<file path="src/rtl/hsv2rgb_stream.sv">
// hsv2rgb_stream
//   Streaming HSV-to-RGB converter with a fixed 6-stage integer pipeline.
//   Each enabled clock accepts one HSV pixel and emits the pixel that entered
//   five enabled edges earlier. A valid flag, a run-time mode and a sideband
//   bus travel with each beat.
//
// Ports
//   clk        system clock
//   rst        synchronous, active-high reset (clears valids and outputs)
//   en         pipeline enable; 0 holds every register, outputs included
//   in_valid   input pixel valid
//   in_h/s/v   hue (0..MAX spans 0..360 deg), saturation, value
//   in_mode    0 = HSV->RGB, 1 = bypass, 2 = greyscale, 3 = hue-only
//   in_user    sideband bits (e.g. {hsync, vsync, blank})
//   out_valid  output pixel valid
//   out_r/g/b  output channels; hold their last valid value on bubbles
//   out_region hue sector 0..5; 0 in bypass and greyscale modes
//   out_user   sideband delayed to match the pixel; updates on every beat
module hsv2rgb_stream #(
  parameter int DW     = 8,
  parameter int USER_W = 3
) (
  input  logic              clk,
  input  logic              rst,
  input  logic              en,
  input  logic              in_valid,
  input  logic [DW-1:0]     in_h,
  input  logic [DW-1:0]     in_s,
  input  logic [DW-1:0]     in_v,
  input  logic [1:0]        in_mode,
  input  logic [USER_W-1:0] in_user,
  output logic              out_valid,
  output logic [DW-1:0]     out_r,
  output logic [DW-1:0]     out_g,
  output logic [DW-1:0]     out_b,
  output logic [2:0]        out_region,
  output logic [USER_W-1:0] out_user
);

  localparam logic [DW-1:0] MAX       = {DW{1'b1}};
  localparam logic [DW+2:0] SIX       = (DW+3)'(6);
  localparam logic [1:0]    MODE_HSV  = 2'd0;
  localparam logic [1:0]    MODE_BYP  = 2'd1;
  localparam logic [1:0]    MODE_GREY = 2'd2;
  localparam logic [1:0]    MODE_HUE  = 2'd3;

  // Full-width DW x DW product; operands are zero-extended explicitly.
  function automatic logic [2*DW-1:0] mul_dw(input logic [DW-1:0] a, input logic [DW-1:0] b);
    mul_dw = {{DW{1'b0}}, a} * {{DW{1'b0}}, b};
  endfunction

  // Per-beat fields carried through stages 1..5.
  logic [DW-1:0]     h_r    [1:5];
  logic [DW-1:0]     s_r    [1:5];
  logic [DW-1:0]     v_r    [1:5];
  logic [1:0]        mode_r [1:5];
  logic [USER_W-1:0] user_r [1:5];
  logic              vld_r  [1:5];
  logic [2:0]        region_r [2:5];

  // Stage-specific arithmetic registers.
  logic [DW-1:0]   f2_r, ns2_r;
  logic [2*DW-1:0] sf3_r, sfi3_r, pv3_r;
  logic [DW-1:0]   p4_r, qa4_r, ta4_r;
  logic [DW-1:0]   p5_r, q5_r, t5_r;

  // Combinational stage results.
  logic [DW-1:0]   s_in_s, v_in_s;
  logic [DW+2:0]   h6_s;
  logic [2*DW-1:0] qf_s, tf_s;
  logic [DW-1:0]   r_s, g_s, b_s;
  logic [2:0]      reg_s;

  // Hue-only mode forces full saturation and value at the pipeline entry.
  always_comb begin
    if (in_mode == MODE_HUE) begin
      s_in_s = MAX;
      v_in_s = MAX;
    end else begin
      s_in_s = in_s;
      v_in_s = in_v;
    end
  end

  // 6*h never exceeds 6*MAX < 6*2^DW, so the top three bits are the sector 0..5.
  always_comb begin
    h6_s = {3'b000, h_r[1]} * SIX;
    qf_s = mul_dw(v_r[4], qa4_r);
    tf_s = mul_dw(v_r[4], ta4_r);
  end

  // Pipeline stages 1..5: common fields shift, each stage adds its arithmetic.
  always_ff @(posedge clk) begin
    if (rst) begin
      for (int i = 1; i <= 5; i++) begin
        h_r[i]    <= '0;
        s_r[i]    <= '0;
        v_r[i]    <= '0;
        mode_r[i] <= 2'd0;
        user_r[i] <= '0;
        vld_r[i]  <= 1'b0;
      end
      for (int i = 2; i <= 5; i++) region_r[i] <= 3'd0;
      f2_r   <= '0;
      ns2_r  <= '0;
      sf3_r  <= '0;
      sfi3_r <= '0;
      pv3_r  <= '0;
      p4_r   <= '0;
      qa4_r  <= '0;
      ta4_r  <= '0;
      p5_r   <= '0;
      q5_r   <= '0;
      t5_r   <= '0;
    end else if (en) begin
      h_r[1]    <= in_h;
      s_r[1]    <= s_in_s;
      v_r[1]    <= v_in_s;
      mode_r[1] <= in_mode;
      user_r[1] <= in_user;
      vld_r[1]  <= in_valid;
      for (int i = 2; i <= 5; i++) begin
        h_r[i]    <= h_r[i-1];
        s_r[i]    <= s_r[i-1];
        v_r[i]    <= v_r[i-1];
        mode_r[i] <= mode_r[i-1];
        user_r[i] <= user_r[i-1];
        vld_r[i]  <= vld_r[i-1];
      end
      region_r[2] <= h6_s[DW+2:DW];
      for (int i = 3; i <= 5; i++) region_r[i] <= region_r[i-1];
      f2_r   <= h6_s[DW-1:0];
      ns2_r  <= MAX - s_r[1];
      sf3_r  <= mul_dw(s_r[2], f2_r);
      sfi3_r <= mul_dw(s_r[2], MAX - f2_r);
      pv3_r  <= mul_dw(v_r[2], ns2_r);
      p4_r   <= pv3_r[2*DW-1:DW];
      qa4_r  <= MAX - sf3_r[2*DW-1:DW];
      ta4_r  <= MAX - sfi3_r[2*DW-1:DW];
      p5_r   <= p4_r;
      q5_r   <= qf_s[2*DW-1:DW];
      t5_r   <= tf_s[2*DW-1:DW];
    end
  end

  // Final stage: sector mapping, exact grey for s==0, and mode selection.
  always_comb begin
    r_s   = v_r[5];
    g_s   = v_r[5];
    b_s   = v_r[5];
    reg_s = 3'd0;
    case (mode_r[5])
      MODE_HSV, MODE_HUE: begin
        reg_s = region_r[5];
        if (s_r[5] == '0) begin
          r_s = v_r[5];
          g_s = v_r[5];
          b_s = v_r[5];
        end else begin
          case (region_r[5])
            3'd0:    begin r_s = v_r[5]; g_s = t5_r;   b_s = p5_r;   end
            3'd1:    begin r_s = q5_r;   g_s = v_r[5]; b_s = p5_r;   end
            3'd2:    begin r_s = p5_r;   g_s = v_r[5]; b_s = t5_r;   end
            3'd3:    begin r_s = p5_r;   g_s = q5_r;   b_s = v_r[5]; end
            3'd4:    begin r_s = t5_r;   g_s = p5_r;   b_s = v_r[5]; end
            3'd5:    begin r_s = v_r[5]; g_s = p5_r;   b_s = q5_r;   end
            default: begin r_s = v_r[5]; g_s = v_r[5]; b_s = v_r[5]; end
          endcase
        end
      end
      MODE_BYP: begin
        r_s = h_r[5];
        g_s = s_r[5];
        b_s = v_r[5];
      end
      MODE_GREY: begin
        r_s = v_r[5];
        g_s = v_r[5];
        b_s = v_r[5];
      end
      default: begin
        r_s = '0;
        g_s = '0;
        b_s = '0;
      end
    endcase
  end

  // Output register: pixel data only changes on valid beats, sideband always.
  always_ff @(posedge clk) begin
    if (rst) begin
      out_valid  <= 1'b0;
      out_r      <= '0;
      out_g      <= '0;
      out_b      <= '0;
      out_region <= 3'd0;
      out_user   <= '0;
    end else if (en) begin
      out_valid <= vld_r[5];
      out_user  <= user_r[5];
      if (vld_r[5]) begin
        out_r      <= r_s;
        out_g      <= g_s;
        out_b      <= b_s;
        out_region <= reg_s;
      end
    end
  end

endmodule

</file>
<file path="config.mk">
export PLATFORM = sky130hd
export DESIGN_NAME = hsv2rgb_stream
export DESIGN_NICKNAME = d
export VERILOG_FILES = /design/src/rtl/hsv2rgb_stream.sv
export SDC_FILE = /design/constraint.sdc
export NUM_CORES = 1
export LEC_CHECK = 0
export CORE_UTILIZATION = 50
export DETAILED_ROUTE_END_ITERATION = 8
export GPL_ROUTABILITY_DRIVEN = 0
export PLACE_DENSITY = 0.71
export SETUP_SLACK_MARGIN = 0.15
export SLEW_MARGIN = 10
export SYNTH_ARGS = -nofsm -noshare
export SYNTH_HDL_FRONTEND = slang
export SYNTH_SLANG_ARGS = --single-unit
</file>
<file path="constraint.sdc">
create_clock -name clk -period 9.89 [get_ports clk]
set_input_delay 1.4835 -clock clk [delete_from_list [all_inputs] [get_ports clk]]
set_output_delay 1.4835 -clock clk [all_outputs]
set_load 0.02 [all_outputs]
</file>
# [Word-level counts from Yosys, hierarchy flattened]
# Memories as Yosys holds them, arrays and structs flattened. A register that Yosys moved wholly into a read port is not among the register bits.
# Cells that the tools add are included.
[totals] mem_count=7 ramBits=162 output_inout_bits=31 input_bits=33 ff_bits=138 wordCells=136
[mem_list] name="h_r" words=5 word_bits=8 rd=5 rd_ports_with_merged_regs=0 wr=5 line_no="53" source="logic [DW-1:0] h_r [1:5];"
[mem_list] name="s_r" words=5 word_bits=8 rd=5 rd_ports_with_merged_regs=0 wr=5 line_no="54" source="logic [DW-1:0] s_r [1:5];"
[mem_list] name="v_r" words=5 word_bits=8 rd=5 rd_ports_with_merged_regs=0 wr=5 line_no="55" source="logic [DW-1:0] v_r [1:5];"
[mem_list] name="user_r" words=5 word_bits=3 rd=5 rd_ports_with_merged_regs=1 wr=5 line_no="57" source="logic [USER_W-1:0] user_r [1:5];"
[mem_list] name="region_r" words=4 word_bits=3 rd=4 rd_ports_with_merged_regs=0 wr=4 line_no="59" source="logic [2:0] region_r [2:5];"
[mem_list] name="mode_r" words=5 word_bits=2 rd=5 rd_ports_with_merged_regs=0 wr=5 line_no="56" source="logic [1:0] mode_r [1:5];"
[mem_list] name="1 more memories"
[op_classes] mux=51 reduce_logical=9 multipliers=6 bitwise_logic=34 n_addsub=4 eq_ne=9
[ops] op="$mux 8" count=20
[ops] op="$pmux 8 s3" count=5
[ops] op="$mul 8x8->16" count=4
[ops] op="$or 1x1->1" count=34
[ops] op="$sub 8x8->8 const A" count=4
[ops] op="$mux 3" count=10
[ops] op="$pmux 8 s2" count=1
[ops] op="$mul 8x7->15" count=1
[ops] op="$mul 8x2->10 const B" count=1
[ops] op="$mux 1" count=10
[ops] op="$mux 2" count=5
[ops] op="$reduce_or 2->1" count=5
[ops] op="$logic_not 8->1" count=1
[ops] op="$eq 2x2->1 const B" count=3
[ops] op="$eq 3x2->1 const B" count=2
[ops] op="$eq 3x3->1 const B" count=2
[ops] op="$eq 3x1->1 const B" count=1
[ops] op="$logic_not 3->1" count=1
[ops] op="$eq 2x1->1 const B" count=1
[ops] op="$logic_not 2->1" count=1
[ops] op="$reduce_and 2->1" count=1

# [Depth between registers and ports, before layout]
# An unclocked memory read counts as a cell.
[logic_depth] depth_word=6 ltp_mapped=18 depth_no_buf=17

# [Least setup slack after synthesis]
# OpenSTA, ideal clock, no wires.
[synth_timing] path_type="input -> register" from="in en" to="reg sf3_r[13]" required_time_ps=9511 n_path_buf=2 t_arrival_ps=6982 slack_ps=2528 cell_stages=5 setup_time_ps=379 path_cell_list="clkbuf_1 -> nor2_1 -> inv_1 -> clkbuf_1 -> o32ai_1"
[synth_lines] element="start, declared" line_no="25" source="input logic en,"
[synth_lines] element="end signal, assigned" line_no="134" source="sf3_r <= mul_dw(s_r[2], f2_r);"
[synth_lines] element="end, declared" line_no="63" source="logic [2*DW-1:0] sf3_r, sfi3_r, pv3_r;"

==> run_results.csv <==
group,metric,value,unit
critical_path,cp_num_buf_inv,3,
yosys,avgSynthCellArea,10.1,um^2
critical_path,crit_type,"reg -> reg",
final_layout,drive_gt1_share,3.81,%
yosys,synth_cell_types,73,
clocking,cts_root_buffer,"clkbuf_16",
worst_hold_path,hold_path.class,"reg -> reg",
place,io_buffers,63,
global_routing,grt_pass1_wl,71800,um
clocking,clockBufferDepth,3,
power,switchingPower,1090,uW
clocking,cts_tree,"built",
clocking,cts_resized,0,
timing,tightestPinTransition,1120,ps
yosys,yosysWarnings,0,
critical_path,crit_fanout,13,
flow_run,cap_viol_max_count,0,
critical_path,critPathTopFamily,"adder cells",
route,drtAntennaViolNets,0,
critical_path,cp_slowest_cell,"edfxtp_1",
yosys,synthCells,2044,
final_layout,stdcell_count,2598,
timing,finClkSkew,27.6,ps
route,drc,0,
clocking,h-tree-depth,1,
critical_path,cp-end-kind,"register",
timing,max_freq,209,MHz
yosys,synthFlopType,"edfxtp_1",
power,intPower,2390,uW
timing,hold_violations,0,
route,drt-pass1-iter-count,6,
final_layout,nFillCells,3474,
global_routing,grt_overflow,0,
power,pwr-share-clk,32.8,%
route,wl_per_cell,16.7,um
final_layout,multi_input_area,12100,um^2
critical_path,cp_cell_sequence,"inv_1 -> nor2_1 -> fa_1 -> fa_1 -> fa_1 -> inv_1 -> fa_1 -> inv_1 -> ha_1 -> a21o_1 -> a21oi_1 -> o211ai_2 -> a2111oi_2 -> o31ai_1 -> xnor2_1 -> o22ai_1",
global_routing,antenna_found_initial,1,
route,vias,14000,
clocking,clock_latency,580,ps
critical_path,cp-start-kind,"register",
timing,min_period_over_period,48.5,%
timing,maxSlewViolCount,0,
final_layout,fin_nets,2426,
global_routing,grt_pass1_vias,14400,
clocking,path_clk_slew,60,ps
die,ios,64,
route,via_per_inst,5.37,
power,p_sw_share,31.3,%
yosys,synthTopCellsByArea,"edfxtp_1 (24%), fa_1 (16%), dfxtp_1 (11%)",
die,dieHeight,205,um
power,p_comb_share,26.0,%
route,drt-initial-drc-count,839,
yosys,yosysSeqAreaShare,35.2,%
yosys,netlist_area,20600,um^2
die,rows,73,
timing,setup_tns,0,ps
clocking,clkSinkCount,280,
global_routing,groute.usage.overall,21.2,%
critical_path,crit_top_cell,"fa_1",
die,initial_core_util,51.2,%
route,wirelength,43300,um
clocking,numCtsBuffers,29,
critical_path,cpPeakStageDelay,600,ps
timing,finalCriticalPeriod,4790,ps
clocking,post_cts_buffers,0,
place,dpl.hpwl,32200,um
timing,max_slew_margin,24.9,%
timing,grt_setup_unrepaired,"false",
critical_path,worstPathArrival,5200,ps
power,ir_drop,0.126,mV
place,dpl.cell_count,2544,
yosys,async_reset_ff_share,0,%
die,core_area,40200,um^2
final_layout,ff_latch_area,7230,um^2
die,fp.dieArea,41900,um^2
clocking,postCtsHoldBufs,0,
global_routing,grt_start_max_net_pins,101,
final_layout,antenna_cells,0,
yosys,synth_edf_count,162,
yosys,netlist.area_leader.share,23.7,%
critical_path,crit_required,10300,ps
power,seqPwrFrac,41.2,%
power,leakage,0.0103,uW
power,finalPower,3480,uW
final_layout,syn_to_final_growth,9.49,%
power,p_per_area,155,nW/um^2
yosys,synthesis.nets,2420,
die,die_x,205,um
status,status,"finished, final reports clean",
yosys,synth-seq-cells,280,
yosys,yosys.area.top_type,"edfxtp_1",
timing,final-setup-viol-count,0,
-- cells in the mapped netlist, types with 3 or more instances --
master / instances
nand4_1: 9
a21oi_1: 102
a22oi_1: 16
and2_1: 318
a211oi_1: 19
nor2b_1: 31
o21ai_1: 3
nor3_1: 5
edfxtp_1: 162
mux2i_1: 47
a31oi_1: 4
o21bai_1: 5
nor2_1: 173
o21a_1: 7
nand3_1: 11
o22ai_1: 10
fa_1: 169
nand2_1: 123
clkbuf_1: 75
o21ai_0: 27
buf_2: 10
and3_1: 6
a21o_1: 24
xor2_1: 15
xnor2_1: 28
nand2b_1: 32
o21ai_2: 4
buf_6: 4
dfxtp_1: 118
o2bb2ai_1: 8
buf_1: 5
inv_1: 235
nor4_1: 4
a311oi_1: 17
ha_1: 174
-- power by group through the flow --
stage          registers (uW)  clock network, uW  logic (uW)
6_report                 1430               1140         904
4_1_cts                  1430               1160         916
5_1_grt                  1440               1210        1040
2_1_floorplan            1400                  0         714
3_5_place_dp             1460                  0         909
3_3_place_gp             1450                  0         869
-- stage by stage --
stage	area (um^2)	hold slack, ps	utilization, %	setup WS [ps]
5_1_grt	22500	487	56.0	4770
3_5_place_dp	21500	460	53.5	5120
3_3_place_gp	21500	453	53.5	5260
2_1_floorplan	20600	425	-	2530
4_1_cts	22500	468	56.0	5110
6_report	22500	468	56.0	5100
-- per-layer routing --
layer,track usage (%),routed length (um),vias up
li1,-,-,6724
met1,28.7,20000,6848
met2,35.7,20500,306
met3,2.88,1800,78
met4,5.33,971,0
met5,0,0,-
-- area by class of cell --
| cell class | instances | share of cell area, % |
|---|---|---|
| clock buffer | 33 | 3.29 |
| clock inverter | 21 | 1.17 |
| inverter | 236 | 3.96 |
| multi-input combinational | 1433 | 53.5 |
| sequential | 280 | 32.1 |
| tap | 525 | 2.92 |
| timing repair buffer | 70 | 3.01 |
-- worst paths after layout --
check	startpoint	to	slack (ps)	cells past startpoint
hold reg to reg	s_r[0][11]	ns2_r[3]	470	1
hold / removal	s_r[0][11]	ns2_r[3]	470	1
setup / recovery	s_r[0][20]	sfi3_r[14]	5100	16
setup reg to reg	s_r[0][20]	sfi3_r[14]	5100	16
-- sequential cells by signal (all words and copies together), names as in the netlist --
signal and count:
pv3_r 8, sf3_r 8, p5_r 8, t5_r 8, ta4_r 8, out_valid 1
f2_r 7, user_r 15, out_region 3, vld_r 5, ns2_r 8, h_r 40
out_b 8, out_user 3, out_r 8, mode_r 10, v_r 40, out_g 8
s_r 40, qa4_r 8, region_r 12, q5_r 8, sfi3_r 8, p4_r 8
-- kinds of logic (layout without fill, tap and decap cells) --
logic type | after synthesis | in the layout | share of synthesized area, %
AO/OA/AOI/OAI | 269 | 269 | 8.67
AND/OR/NAND/NOR | 731 | 731 | 18.7
multiplexers | 47 | 47 | 2.29
buffers and inverters | 331 | 360 | 6.27
flip-flops | 280 | 280 | 35.2
adder cells (fa/ha/maj) | 343 | 343 | 27.0
XOR/XNOR | 43 | 43 | 1.83
-- layout by cell type, fill, tap and decap left out, drive strengths merged, types with 35 or more instances in the layout --
master	netlist	final
a21oi	104	104
and2	319	319
clkdlybuf4s50	0	61
dfxtp	118	118
edfxtp	162	162
fa	169	169
ha	174	174
inv	235	237
mux2i	47	47
nand2	124	124
nor2	173	173
o21ai	35	35
Note: power is estimated with default switching activity, not from simulation.
==> patch 1: new RTL, same flow settings <==
`USER_W`: 3 -> 5.
--- a/src/rtl/hsv2rgb_stream.sv
+++ b/src/rtl/hsv2rgb_stream.sv
@@ -20,3 +20,3 @@
   parameter int DW     = 8,
-  parameter int USER_W = 3
+  parameter int USER_W = 5
 ) (
Interface: changed (resized in_user and out_user); port bits go from 64 to 68. No check against the original RTL was run, so the function may have changed too.
==> patch 1 against the unedited design <==
The flow now finishes with violations (DRC); design area up 1.6%; critical path depth down 1; power up 0.97%; wire length down 0.96%; first-iteration DRC count down 0.95%; cell count up 0.73%; sequential cell count up 12; combinational power down 2.8%; utilization down 0.27 points; worst setup slack worse by 220 ps; synthesized cell count up 0.34%; area after synthesis up 1.4%; critical endpoint is now q5_r[5].
==> patch 1: results <==
set metrics [dict create \
    synthXorXnorAreaFrac_pct 1.81 \
    whs_path_depth 2 \
    synth.distinct_cells 63 \
    synth_compound_area_share_pct 8.28 \
    r2r-end "q5_r[5]" \
    synth_fp_nets 2429 \
    clock_skew_ps 14.2 \
    grt_max_degree 125 \
    max_stage_delay_ps 670 \
    track_usage_pct 20.9 \
    crit_start "v_r[0][35]" \
    power_frac_comb_pct 25.0 \
    hp-start "pv3_r[14]" \
    leakage_nw 10.4 \
    grt_use_met3_pct 2.59 \
    routed_wl_um 42800 \
    synth_fa_ha_area_share_pct 26.7 \
    grt_pass1_wl_um 71200 \
    numPortBuffers 67 \
    drive_gt1_share_pct 3.69 \
    r2r_setup_slack_ps 4870 \
    wl_per_cell_um 16.4 \
    grt_use_met2_pct 33.7 \
    synth_commonest_cells "323 x and2_1, 235 x inv_1, 177 x nor2_1" \
    synth_edf_count 172 \
    place_hpwl_um 31300 \
    drc 6 \
    violations "DRC" \
    grt_pass1_vias 14000 \
    dr.first_iter.drc_count 831 \
    run_status "complete, but fails checks" \
    numCtsBuffers 30 \
    synth_seq_area_share_pct 36.3 \
    fillerInstances 3541 \
    synthMuxAreaShare_pct 2.31 \
]
[patch 1: layout make-up]
| cell class | instances | area (sq um) | share of cell area (%) |
|---|---|---|---|
| Clock buffer | 45 | 901 | 3.94 |
| Clock inverter | 11 | 101 | 0.443 |
| Inverter | 237 | 895 | 3.91 |
| Multi-Input combinational cell | 1426 | 12000 | 52.6 |
| Sequential cell | 292 | 7570 | 33.1 |
| Tap cell | 532 | 666 | 2.91 |
| Timing Repair Buffer | 74 | 718 | 3.14 |
[patch 1: stage by stage]
stage          cell area (sq um)  power, mW
2_1_floorplan              20800       2.15
3_3_place_gp               21900       2.36
3_5_place_dp               21900       2.40
4_1_cts                    22900       3.54
5_1_grt                    22900       3.73
6_report                   22900       3.51
[patch 1: routing by layer]
metal | share of wire [%] | vias to the layer above | routed length (um)
met5 | 0 | - | 0
met4 | 2.6 | 0 | 1120
met1 | 48 | 6717 | 20600
met2 | 46 | 296 | 19600
li1 | - | 6741 | -
met3 | 3.7 | 73 | 1590
==> patch 2: new RTL, same flow settings <==
Made on the original files. Register the output `out_r` once more, without a reset; this adds one clock of latency there. The other outputs are not delayed to match.
--- a/src/rtl/hsv2rgb_stream.sv
+++ b/src/rtl/hsv2rgb_stream.sv
@@ -46,2 +46,4 @@
 
+  logic [DW-1:0] out_r_s0;
+
   // Full-width DW x DW product; operands are zero-extended explicitly.
@@ -192,3 +194,3 @@
       out_valid  <= 1'b0;
-      out_r      <= '0;
+      out_r_s0   <= '0;
       out_g      <= '0;
@@ -201,3 +203,3 @@
       if (vld_r[5]) begin
-        out_r      <= r_s;
+        out_r_s0   <= r_s;
         out_g      <= g_s;
@@ -209,2 +211,6 @@
 
+  always_ff @(posedge clk) begin
+    out_r <= out_r_s0;
+  end
+
 endmodule
Function: changed (Yosys sat finds a counterexample within 10 cycles, from zero or initial values and one cycle with rst high).
==> patch 2 against the unedited design <==
Count of clock-buffer cells in the layout up 8; power fell by 0.76%; worst setup slack worse by 230 ps; largest cell class unchanged; critical endpoint is now t5_r[7]; die area barely moved; area after synthesis about the same; worst hold slack got worse by 110 ps; sequential power grew 3%; sequential cell count up 8; global-route usage up 0.47 points; design area hardly changed; synthesized cell count shrank 2.0%; wire length up 1.3%; critical path type unchanged; critical path depth fell by 1.
==> patch 2: results <==
set metrics [dict create \
    cp_slowest_cell "a2111oi_0" \
    fillerInstances 3488 \
    wl_per_cell_um 17.1 \
    numPortBuffers 63 \
    antenna_found_initial 0 \
    clock_skew_ps 8.94 \
    whs_path_depth 0 \
    grt_max_degree 102 \
    grt_pass1_wl_um 72600 \
    worstHoldPathType "reg -> reg" \
    synth_fp_nets 2379 \
    dr.first_iter.drc_count 805 \
    htreeDepth 1 \
    grt_overflow 0 \
    numCtsBuffers 29 \
    worst-r2r-cell-count 15 \
    drt-pass1-iter-count 5 \
    synth_seq_area_share_pct 35.9 \
    track_usage_pct 21.7 \
    sw_frac_of_total_pct 31.3 \
    peakVddDrop_v 0.000137 \
    place_hpwl_um 32000 \
    top_regs "h_r x40, s_r x40, v_r x40" \
    postCtsSetupBuffers 0 \
    crit_fanout 17 \
    cp.arrival_ps 5460 \
    dp_slack_ps 4930 \
    synth_top_area_share_pct 23.7 \
    synth_edf_count 162 \
    tightest_slew_ps 1130 \
    run_status "finished, final reports clean" \
    power_frac_comb_pct 25.3 \
    synthTopCellsByArea "edfxtp_1 24%, fa_1 16%, dfxtp_1 12%" \
    synth-main-ff-cell "edfxtp_1" \
    synth.distinct_cells 69 \
    synth_commonest_cells "328 x and2_1, 220 x inv_1, 174 x ha_1" \
    max_stage_delay_ps 630 \
    leakage_nw 10.3 \
    pg_seq_mw 1.47 \
    num_vias 13800 \
    drive_gt1_share_pct 3.49 \
]
## patch 2: cell families (layout without fill, tap and decap cells)
logic type	after synthesis	count (layout)	share of synthesized area [%]
buffers and inverters	314	345	5.74
xor gates and xnor gates	42	42	1.79
DFF	288	288	35.9
AOI/OAI and AO/OA	261	261	8.66
adders and majority gates	343	343	27.0
and+or+nand+nor	702	702	18.3
muxes	53	53	2.58
## patch 2: worst register-to-register path, stage by stage (launching register included)
cell       delay, ps
edfxtp_1         620
and2_1           290
fa_1             560
fa_1             430
fa_1             490
inv_1             50
fa_1             480
inv_1             50
ha_1             350
a41oi_1          250
o31ai_1          110
a2111oi_0        630
nand2b_1         250
o21ai_0          130
xnor2_1          130
o21ai_0           80
## patch 2: cell type report
class,instances,area [sq um],share of cell area [%]
clock buffers,41,865,3.84
clock inverters,13,103,0.455
repair buffers,70,678,3.01
inverters,221,835,3.70
well taps,525,657,2.92
flip-flops and latches,288,7390,32.8
multi-input cells,1401,12000,53.3
## patch 2: layer usage
metal	up-vias	global-route usage (%)	part of all wire, %
li1	6641	-	-
met1	6731	30.1	46
met2	332	35.2	46
met3	92	2.77	4.2
met4	0	6.66	3.1
met5	-	0	0
## patch 2: final timing paths
check                                  from       end  slack, ps
worst max-delay path             v_r[0][35]   t5_r[7]       4860
worst min-delay path            out_r_s0[2]  out_r[2]        350
worst max register to register   v_r[0][35]   t5_r[7]       4860
worst min register to register  out_r_s0[2]  out_r[2]        350
## patch 2: per-stage QoR
| step | instances | total power, mW | instance area (sq um) |
|---|---|---|---|
| floorplan | 2003 | 2.12 | 20600 |
| global placement | 2505 | 2.33 | 21600 |
| detailed placement | 2505 | 2.37 | 21600 |
| CTS | 2559 | 3.48 | 22500 |
| global route | 2559 | 3.66 | 22500 |
| finish | 2559 | 3.45 | 22500 |
